## src/rtl/vend_sequencer.sv

```systemverilog
// Vending machine transaction controller: escrow credit, item vend,
// coin-by-coin change payout over a req/ack hopper, watchdog fault.
module vend_sequencer #(
   parameter int CW          = 4,
   parameter int PRICE       = 3,
   parameter int MAX_CREDIT  = 8,
   parameter int ACK_TIMEOUT = 1000
) (
   input  logic          CLK,
   input  logic          Reset,
   input  logic          coin_p1,
   input  logic          coin_h50,
   input  logic          coin_f25,
   input  logic          cancel,
   output logic          item_req,
   input  logic          item_ack,
   output logic          hop_req,
   output logic [1:0]    hop_sel,
   input  logic          hop_ack,
   output logic [CW-1:0] credit,
   output logic [CW-1:0] change_rem,
   output logic          coin_reject,
   output logic          fault,
   output logic [2:0]    state
);

   typedef enum logic [2:0] {
      COLLECT = 3'd0,
      VEND    = 3'd1,
      CHG_REQ = 3'd2,
      CHG_GAP = 3'd3,
      FAULT   = 3'd7
   } st_t;

   localparam int WW = $clog2(ACK_TIMEOUT + 1);

   st_t           st;
   logic [WW-1:0] wd;
   logic          any_coin;
   logic          multi;
   logic [CW:0]   coin_val;
   logic [CW:0]   sum;
   logic          wd_hit;
   logic [CW-1:0] vend_chg;
   logic [CW-1:0] dec;

   assign state = st;

   // Highest-priority coin only; any others in the same cycle are dropped
   always_comb begin
      coin_val = '0;
      if (coin_p1)
         coin_val = (CW+1)'(4);
      else if (coin_h50)
         coin_val = (CW+1)'(2);
      else if (coin_f25)
         coin_val = (CW+1)'(1);
   end

   assign any_coin = coin_p1 | coin_h50 | coin_f25;
   assign multi    = (coin_p1 & (coin_h50 | coin_f25)) | (coin_h50 & coin_f25);
   assign sum      = {1'b0, credit} + coin_val;
   assign wd_hit   = (wd == WW'(ACK_TIMEOUT - 1));
   assign vend_chg = credit - CW'(PRICE);
   assign dec      = (hop_sel == 2'b01) ? CW'(2) : CW'(1);

   function automatic logic [1:0] sel_for(input logic [CW-1:0] c);
      return (c >= CW'(2)) ? 2'b01 : 2'b10;
   endfunction

   always_ff @(posedge CLK) begin
      if (!Reset) begin
         st          <= COLLECT;
         wd          <= '0;
         credit      <= '0;
         change_rem  <= '0;
         item_req    <= 1'b0;
         hop_req     <= 1'b0;
         hop_sel     <= 2'b00;
         coin_reject <= 1'b0;
         fault       <= 1'b0;
      end else begin
         coin_reject <= 1'b0;
         wd          <= '0;
         unique case (st)
            COLLECT: begin
               if (cancel && credit != '0) begin
                  change_rem  <= credit;
                  credit      <= '0;
                  hop_req     <= 1'b1;
                  hop_sel     <= sel_for(credit);
                  st          <= CHG_REQ;
                  coin_reject <= any_coin;
               end else if (credit >= CW'(PRICE)) begin
                  item_req    <= 1'b1;
                  st          <= VEND;
                  coin_reject <= any_coin;
               end else if (any_coin) begin
                  if (sum <= (CW+1)'(MAX_CREDIT)) begin
                     credit      <= sum[CW-1:0];
                     coin_reject <= multi;
                  end else begin
                     coin_reject <= 1'b1;
                  end
               end
            end
            VEND: begin
               coin_reject <= any_coin;
               if (item_ack) begin
                  item_req   <= 1'b0;
                  credit     <= '0;
                  change_rem <= vend_chg;
                  if (vend_chg != '0) begin
                     hop_req <= 1'b1;
                     hop_sel <= sel_for(vend_chg);
                     st      <= CHG_REQ;
                  end else begin
                     st <= COLLECT;
                  end
               end else if (wd_hit) begin
                  item_req <= 1'b0;
                  fault    <= 1'b1;
                  st       <= FAULT;
               end else begin
                  wd <= wd + 1'b1;
               end
            end
            CHG_REQ: begin
               coin_reject <= any_coin;
               if (hop_ack) begin
                  change_rem <= change_rem - dec;
                  hop_req    <= 1'b0;
                  hop_sel    <= 2'b00;
                  st         <= CHG_GAP;
               end else if (wd_hit) begin
                  hop_req <= 1'b0;
                  hop_sel <= 2'b00;
                  fault   <= 1'b1;
                  st      <= FAULT;
               end else begin
                  wd <= wd + 1'b1;
               end
            end
            CHG_GAP: begin
               coin_reject <= any_coin;
               if (change_rem == '0) begin
                  st <= COLLECT;
               end else begin
                  hop_req <= 1'b1;
                  hop_sel <= sel_for(change_rem);
                  st      <= CHG_REQ;
               end
            end
            FAULT: begin
               st <= FAULT;
            end
            default: begin
               st <= COLLECT;
            end
         endcase
      end
   end

endmodule

```

## config.mk

```make
export PLATFORM = sky130hd
export DESIGN_NAME = vend_sequencer
export DESIGN_NICKNAME = d
export VERILOG_FILES = /design/src/rtl/vend_sequencer.sv
export SDC_FILE = /design/constraint.sdc
export NUM_CORES = 1
export LEC_CHECK = 0
export BUFFER_PORTS_ARGS = -buffer_cell sky130_fd_sc_hd__buf_4
export CAP_MARGIN = 20
export CORE_MARGIN = 3
export CORE_UTILIZATION = 55
export DETAILED_ROUTE_END_ITERATION = 16
export HOLD_SLACK_MARGIN = 0.02
export PLACE_DENSITY = 0.84
export SLEW_MARGIN = 20
export SYNTH_ARGS = -nofsm -noshare
export SYNTH_HDL_FRONTEND = slang
export SYNTH_SLANG_ARGS = --single-unit
```

## constraint.sdc

```tcl
create_clock -name CLK -period 3.2 [get_ports CLK]
set_input_delay 0.32 -clock CLK [delete_from_list [all_inputs] [get_ports CLK]]
set_output_delay 0.32 -clock CLK [all_outputs]
set_load 0.01 [all_outputs]
```

==> After elaboration in Yosys (flattened, before gate mapping) <==
Cells that the tools add are included.
{ "word_totals": {"output_inout_bits": 17, "in_bits": 8, "register_bits": 27} }
{ "op_classes": {"n_lt_le_gt_ge": 5, "eq_ne": 21, "reduce_logical": 15, "add_sub_neg": 4, "muxes": 56, "bitwise": 6} }
{ "op_table": {"columns": ["cell", "n"], "rows": [
  ["4-bit 2-to-1 mux", 8],
  ["10-bit 2-to-1 mux", 3],
  ["2-bit 2-to-1 mux", 13],
  ["10-bit one-hot mux with 2 select lines", 1],
  ["3-bit 2-to-1 mux", 6],
  ["2-bit inequality test (second input constant)", 9],
  ["3-bit inequality test (second input constant)", 6],
  ["1-bit 2-to-1 mux", 17],
  ["4-bit by 2-bit >= comparator with 1-bit output (second input constant)", 4],
  ["3-bit one-hot mux with 5 select lines", 1],
  ["4-bit one-hot mux with 3 select lines", 1],
  ["4-bit nonzero test", 3],
  ["10-bit by 1-bit adder with 10-bit output (second input constant)", 1],
  ["10-bit equality test (second input constant)", 1],
  ["2-bit one-hot mux with 4 select lines", 1],
  ["4-bit one-hot mux with 2 select lines", 1],
  ["4-bit AND reduction", 2],
  ["3-bit by 2-bit equality test with 1-bit output (second input constant)", 2],
  ["1-bit one-hot mux with 2 select lines", 3],
  ["6-bit AND reduction", 1],
  ["4-bit by 5-bit adder with 5-bit output", 1],
  ["5-bit by 4-bit <= comparator with 1-bit output (second input constant)", 1],
  ["5-bit AND reduction", 1],
  ["4-bit zero test", 1],
  ["14 further kinds", 19]
]} }

==> Depth between registers and ports, before layout <==
Gate-level depths: netlist (run 1).
{ "depth": {"ltp_word": 10, "ltp_mapped": 8, "mapped_depth_nobuf": 8} }

==> Worst setup path after synthesis (run 1) <==
OpenSTA, ideal clock, no wires.
{ "synth_path": {"kind": "reg2reg", "start": "register credit[0]", "end": "register credit[0]", "path_buffers": 0, "period_less_slack_ns": 2.063, "stages_incl_launch_ff": 7, "slack_ns": 1.137, "t_arrival_ns": 1.991, "cell_sequence": "dfxtp_1 -> ha_1 -> fa_1 -> nor3_1 -> a211oi_1 -> o2bb2ai_1 -> mux2i_1"} }
{ "synth_via": {"elab_chain_len": 6, "word_cells_on_any_way": 14} }
{ "synth_rtl": {"columns": ["element", "line", "rtl"], "rows": [
  ["from (decl)", "20", "output logic [CW-1:0] credit,"],
  ["from (signal assigned)", "100", "credit <= sum[CW-1:0];"],
  ["branches (longest 6 deep; another with 4-bit by 5-bit adder with 5-bit output)", null, null]
]} }
Several ways; the timed one is not identified. The select of a mux whose other input is x is not followed.
A chain may end at the register's enable or synchronous reset.

==> Worst setup path in the final report (run 1) <==
{ "layout_path": {"start": "register credit[0]", "end": "register credit[2]"} }
The elaborated chain is that of the path after synthesis.

==> summary.txt, run 1 <==
Logic synthesis
  • Syn_nets: 233
  • Primary FF master, synth: dfxtp_1
  • Area share of the largest cell type after synthesis: 30.6%
  • Synth Instances: 212
  • Post-Syn Area: 1770 sq um
  • FFs w/ async S/R, synth: 0%
  • Dominant cell type by area after synthesis: dfxtp_1
  • Synth cell types: 52
  • Flops & latches, synth: 27
  • Number of enable flip-flop cells after synthesis: 0
  • Main area contributors after synthesis: dfxtp_1 31%, ha_1 7.8%, nor2_1 4.9%
  • Register area share after synthesis: 30.6%
  • Synth Warn #: 0
  • Avg Cell Area, Syn: 8.33 sq um

Power
  • P per Cell Area: 831 nW/um^2
  • Worst VDD drop: 508 uV
  • Design Power: 1.66 mW
  • Pleak: 0.836 nW

Critical path
  • Worst path top cell family by delay: adder cells
  • Critical Setup Path Class: reg2reg
  • Crit path max fanout: 11
  • Crit path buf inv count: 0
  • Crit path cell chain: ha_1 > fa_1 > nor3_1 > a211oi_1 > o2bb2ai_1 > mux2i_1
  • Worst endpoint data arrival time: 2.63 ns
  • R2r setup slk: 0.85 ns
  • Crit path launch type: register
  • CP Capture Type: register
  • Max stage delay on crit path: 0.60 ns
  • Crit path required time: 3.48 ns
  • Slowest-stage cell, CP: dfxtp_1

Die
  • DIE WIDTH: 62.7 um
  • Die area: 3930 sq um
  • Num rows: 19
  • I/O pins: 25
  • Die H: 62.7 um
  • Core area: 2900 sq um
  • Starting Density: 60.9%

STA
  • RSZ-0062 raised after global routing: no
  • Final hold viol count: 0
  • Max-slew violations: 0
  • Fmax: 0.426 GHz
  • Total negative slack: 0 ns
  • Setup violations, final: 0
  • Tightest Pin Transition: 0.672 ns
  • Final min period: 2.35 ns
  • Max_slew headroom: 55.1%
  • Clock Skew: 0.0144 ns
  • Final period utilization: 73.4%

Global route
  • Tot GR Track Use: 20.9%
  • Initial antenna violation count: 0
  • Gr ovfl total: 0
  • Vias in the first global route: 1488
  • Largest net degree at the start of global routing: 22
  • First-pass GRT wire length: 6.76 mm

Drt
  • Routed Antenna Nets: 0
  • Drt drc: 0
  • DRT Pass-1 Iters: 5
  • Via count: 1667
  • Vias per cell: 6.04
  • Drt wl/cell: 14.7 um
  • DRT Wirelength: 4.06 mm
  • Drt first-iter violations: 118

Layout
  • # nets final: 256
  • N_diodes: 0
  • Ratio of cells with drive above 1 in the final layout: 15.8%
  • Commonest non-fill, non-tap cell in the layout: dfxtp_1
  • Area grow syn2layout: 12.8%
  • Commonest cells after routing, fill and taps aside: 27 x dfxtp_1, 24 x buf_4, 23 x nor2_1

Clock network
  • Clk buf depth: 2
  • Post_cts resized: 0
  • Reg clk slew, reported paths: 0.15 ns
  • H-tree depth: 1
  • CTS Buf Count: 3
  • Clock Latency Late Sink: 0.34 ns
  • Root Buffer: clkbuf_4
  • CTS tree: built
  • Clock Sinks: 27
  • Post-CTS Setup Inserts: 0
  • Hold_buf cts: 0

Placement
  • Post-DP HPWL: 3.02 mm
  • GPL Wtd Cong: 0.902
  • Port bufs: 24

Hold path
  • Hold WC Path Type: in2reg

Job
  • Max cap viols: 0

Run status
  • Status: complete, no violations
per-layer routing:
layer	up-vias	wire, um	part of all wire, %	track usage, %
li1	818	-	-	-
met1	760	1900	47	29.5
met2	82	1800	44	32.8
met3	7	324	8.0	4.68
met4	0	40	0.98	4.13
met5	-	0	0	0
worst reg2reg max path, stage by stage, from the launching register on:
cell and delay [ns]:
dfxtp_1 0.60, ha_1 0.27, fa_1 0.44, nor3_1 0.22
a211oi_1 0.09, o2bb2ai_1 0.44, mux2i_1 0.24
cells in the mapped netlist, drive strengths merged, types with 3 or more instances:
master / n
dfxtp: 27
nor2: 23
a21oi: 14
nand2: 14
ha: 11
nand3: 9
nor3: 9
o21ai: 9
inv: 8
and3: 7
nand2b: 5
o22ai: 5
xor2: 5
a211oi: 4
mux2i: 4
xnor2: 4
a31oi: 3
and2: 3
buf: 3
clkbuf: 3
nor3b: 3
o32ai: 3
or3: 3
report_power, final:
group          total, mW  internal, mW  switching, mW
clock              0.153        0.0490          0.104
combinational      0.978         0.456          0.522
sequential         0.526         0.405          0.121
total               1.66         0.910          0.747
worst paths after layout:
| kind | startpoint | to | cells past startpoint |
|---|---|---|---|
| max reg2reg | credit[0]$_SDFFE_PN0P_ | credit[2]$_SDFFE_PN0P_ | 6 |
| min | Reset | coin_reject$_SDFF_PN0_ | 2 |
| max | credit[0]$_SDFFE_PN0P_ | credit[2]$_SDFFE_PN0P_ | 6 |
| min reg2reg | wd[0]$_SDFF_PN0_ | wd[0]$_SDFF_PN0_ | 1 |
flip-flops by register name, summed over array words and instances, names as in the netlist:
signal / flops
credit: 4
fault: 1
coin_reject: 1
change_rem: 4
hop_sel: 2
state: 3
wd: 10
item_req: 1
hop_req: 1
logic make-up (layout without fill, tap and decap cells):
logic type,Yosys count,count (layout),synth area share (%)
AOI/OAI and AO/OA,57,57,22.3
muxes,5,5,3.12
buffers and inverters,15,37,3.75
xor gates and xnor gates,9,9,4.46
DFF,27,27,30.6
and+or+nand+nor,86,86,25.7
adders and majority gates,13,13,10.1
stage by stage:
stage               setup slack [ns]  area, sq um  utilization [%]  cells  hold WS, ns
finish                         0.852         1990             68.7    276        0.301
global route                   0.654         1990             68.7    276        0.298
CTS                            0.851         1990             68.7    276        0.309
detailed placement             0.826         1970             67.8    272        0.463
global placement               0.936         1970             67.8    272        0.442
floorplan                       1.14         1770                -    212        0.426
cell type report:
| type | count | area (sq um) |
|---|---|---|
| multi-input combinational | 170 | 1160 |
| sequential | 27 | 541 |
| timing repair buffer | 24 | 180 |
| inverter | 9 | 33.8 |
| fill | 255 | 907 |
| tap | 42 | 52.6 |
| clock buffer | 4 | 26.3 |
No activity file was read; power rests on OpenSTA's default activity.
==> run 2: changes to the inputs <==
==> constraint.sdc (replaced) <==
create_clock -name CLK -period 2.34 [get_ports CLK]
set_input_delay 0.234 -clock CLK [delete_from_list [all_inputs] [get_ports CLK]]
set_output_delay 0.234 -clock CLK [all_outputs]
set_load 0.01 [all_outputs]
==> summary.txt, run 2 (synthesis gave the netlist of run 1 again) <==
Run status
  • Status: complete, no violations

Die
  • I/O pins: 25
  • DIE WIDTH: 62.7 um
  • Die H: 62.7 um
  • Starting Density: 60.9%
  • Num rows: 19
  • Die area: 3930 sq um
  • Core area: 2900 sq um

Layout
  • Ratio of cells with drive above 1 in the final layout: 19.2%
  • Biggest register: wd
  • Regs by FF count: wd: 10 flops, change_rem: 4 flops, credit: 4 flops
  • Area of the multi-input gates: 1170 sq um
  • Area grow syn2layout: 15.9%
  • Fill cells: 246
  • Commonest cells after routing, fill and taps aside: 30 x buf_4, 26 x dfxtp_1, 23 x nor2_1
  • Final Util: 70.6%
  • N_diodes: 0
  • # nets final: 262
  • Storage cell area: 542 sq um
  • Commonest non-fill, non-tap cell in the layout: buf_4
  • Max FFs per register: 10

Hold path
  • Worst hold path startpoint: Reset
  • Worst hold endpoint: credit[1]$_SDFFE_PN0P_
  • Hold WC Path Type: in2reg
  • Hold path depth: 3

Critical path
  • Worst path top cell family by delay: compound AO/OA/AOI/OAI gates
  • Crit path cell chain: ha_1 > nor3_1 > a21boi_0 > o21ai_0 > o311a_1
  • Worst endpoint data arrival time: 2.35 ns
  • CP Capture Type: register
  • R2R depth: 5
  • Slowest-stage cell, CP: dfxtp_1
  • Max stage delay on crit path: 0.42 ns
  • Reg-to-Reg Start: credit[0]$_SDFFE_PN0P_
  • R2r setup slk: 0.22 ns
  • Crit path required time: 2.57 ns
  • Critical Setup Path Class: reg2reg
  • Crit path buf inv count: 0
  • Reg2Reg Capture Point: coin_reject$_SDFF_PN0_
  • Crit path launch type: register
  • Crit path max fanout: 8

Power
  • P per Cell Area: 1140 nW/um^2
  • Logic gate share of total power: 61.7%
  • Design Power: 2.33 mW
  • P_sw: 1.04 mW
  • Pleak: 0.872 nW
  • Clk pwr share: 9.0%
  • Sw Ratio: 44.7%
  • Worst VDD drop: 599 uV
  • Internal: 1.29 mW
  • Flop pwr share: 29.3%

STA
  • Setup violations, final: 0
  • Tightest Pin Transition: 0.554 ns
  • Final min period: 2.12 ns
  • Clock Skew: 0.00446 ns
  • Max-slew violations: 0
  • Final period utilization: 90.4%
  • Max_slew headroom: 63.0%
  • RSZ-0062 raised after global routing: no
  • Fmax: 0.473 GHz
  • Final hold viol count: 0
  • Total negative slack: 0 ns

Clock network
  • Clk buf depth: 2
  • H-tree depth: 1
  • Post-CTS Setup Inserts: 0
  • CTS tree: built
  • Clock Sinks: 27
  • CTS Buf Count: 3
  • Root Buffer: clkbuf_4
  • Clock Latency Late Sink: 0.33 ns
  • Reg clk slew, reported paths: 0.15 ns

Global route
  • Initial antenna violation count: 0
  • First-pass GRT wire length: 7.10 mm
  • Largest net degree at the start of global routing: 18
  • Tot GR Track Use: 21.6%
  • Vias in the first global route: 1579
  • Gr ovfl total: 0

Drt
  • Drt wl/cell: 14.8 um
  • Vias per cell: 5.95
  • DRT Pass-1 Iters: 4
  • Drt first-iter violations: 148
  • Drt drc: 0
  • DRT Wirelength: 4.18 mm
  • Via count: 1679
  • Routed Antenna Nets: 0

Placement
  • GPL Wtd Cong: 0.894
  • Port bufs: 24
  • Post-DP HPWL: 3.21 mm

Job
  • Max cap viols: 0
-- run 2: worst max-delay path by stage --
stage | cells after the start | from | to | slack, ns
after CTS | 7 | credit[0]$_SDFFE_PN0P_ | credit[2]$_SDFFE_PN0P_ | 0.11
final | 5 | credit[0]$_SDFFE_PN0P_ | coin_reject$_SDFF_PN0_ | 0.22
after global routing | 6 | credit[0]$_SDFFE_PN0P_ | credit[2]$_SDFFE_PN0P_ | 0.05
after detailed placement | 8 | coin_h50 | credit[2]$_SDFFE_PN0P_ | 0.06
after floorplan | 6 | credit[0]$_SDFFE_PN0P_ | credit[0]$_SDFFE_PN0P_ | 0.28
after global placement | 8 | coin_h50 | credit[1]$_SDFFE_PN0P_ | 0.16
-- run 2: worst reg2reg max path: stages, from the launching register on --
cell	delay, ns
dfxtp_1	0.42
ha_1	0.30
nor3_1	0.38
a21boi_0	0.42
o21ai_0	0.18
o311a_1	0.32
-- run 2: metrics by stage --
| step | hold WS (ns) | worst slack [ns] | std cells | area, sq um |
|---|---|---|---|---|
| after floorplan | 0.400 | 0.277 | 212 | 1770 |
| after global placement | 0.443 | 0.156 | 278 | 2010 |
| after detailed placement | 0.457 | 0.0570 | 278 | 2010 |
| after CTS | 0.233 | 0.111 | 282 | 2040 |
| after global routing | 0.220 | 0.0462 | 282 | 2050 |
| final | 0.235 | 0.224 | 282 | 2050 |
-- run 2: final cells by class --
type | instances | area share [%]
clock buffers | 3 | 1.10
flip-flops and latches | 27 | 26.5
multi-input cells | 170 | 57.0
repair buffers | 30 | 11.0
clock inverters | 1 | 0.244
inverters | 9 | 1.65
well taps | 42 | 2.57
-- run 2: repair_timing --
item,in CTS,in global routing
resized for setup,0,2
endpoints found under the setup margin,0,5
hold buffers,0,0
-- run 2: power by group through the flow --
| stage | clock network, mW | logic [mW] | registers (mW) |
|---|---|---|---|
| 6_report | 0.209 | 1.44 | 0.682 |
| 5_1_grt | 0.234 | 1.58 | 0.703 |
| 4_1_cts | 0.209 | 1.41 | 0.679 |
| 3_5_place_dp | 0 | 1.40 | 0.689 |
| 3_3_place_gp | 0 | 1.38 | 0.688 |
| 2_1_floorplan | 0 | 0.946 | 0.707 |
-- run 2: layer usage --
| layer | vias up | global-route usage [%] | wire [um] |
|---|---|---|---|
| met4 | 0 | 6.06 | 40 |
| met3 | 4 | 3.60 | 234 |
| met5 | - | 0 | 0 |
| met1 | 791 | 31.0 | 2020 |
| met2 | 55 | 33.2 | 1880 |
| li1 | 829 | - | - |
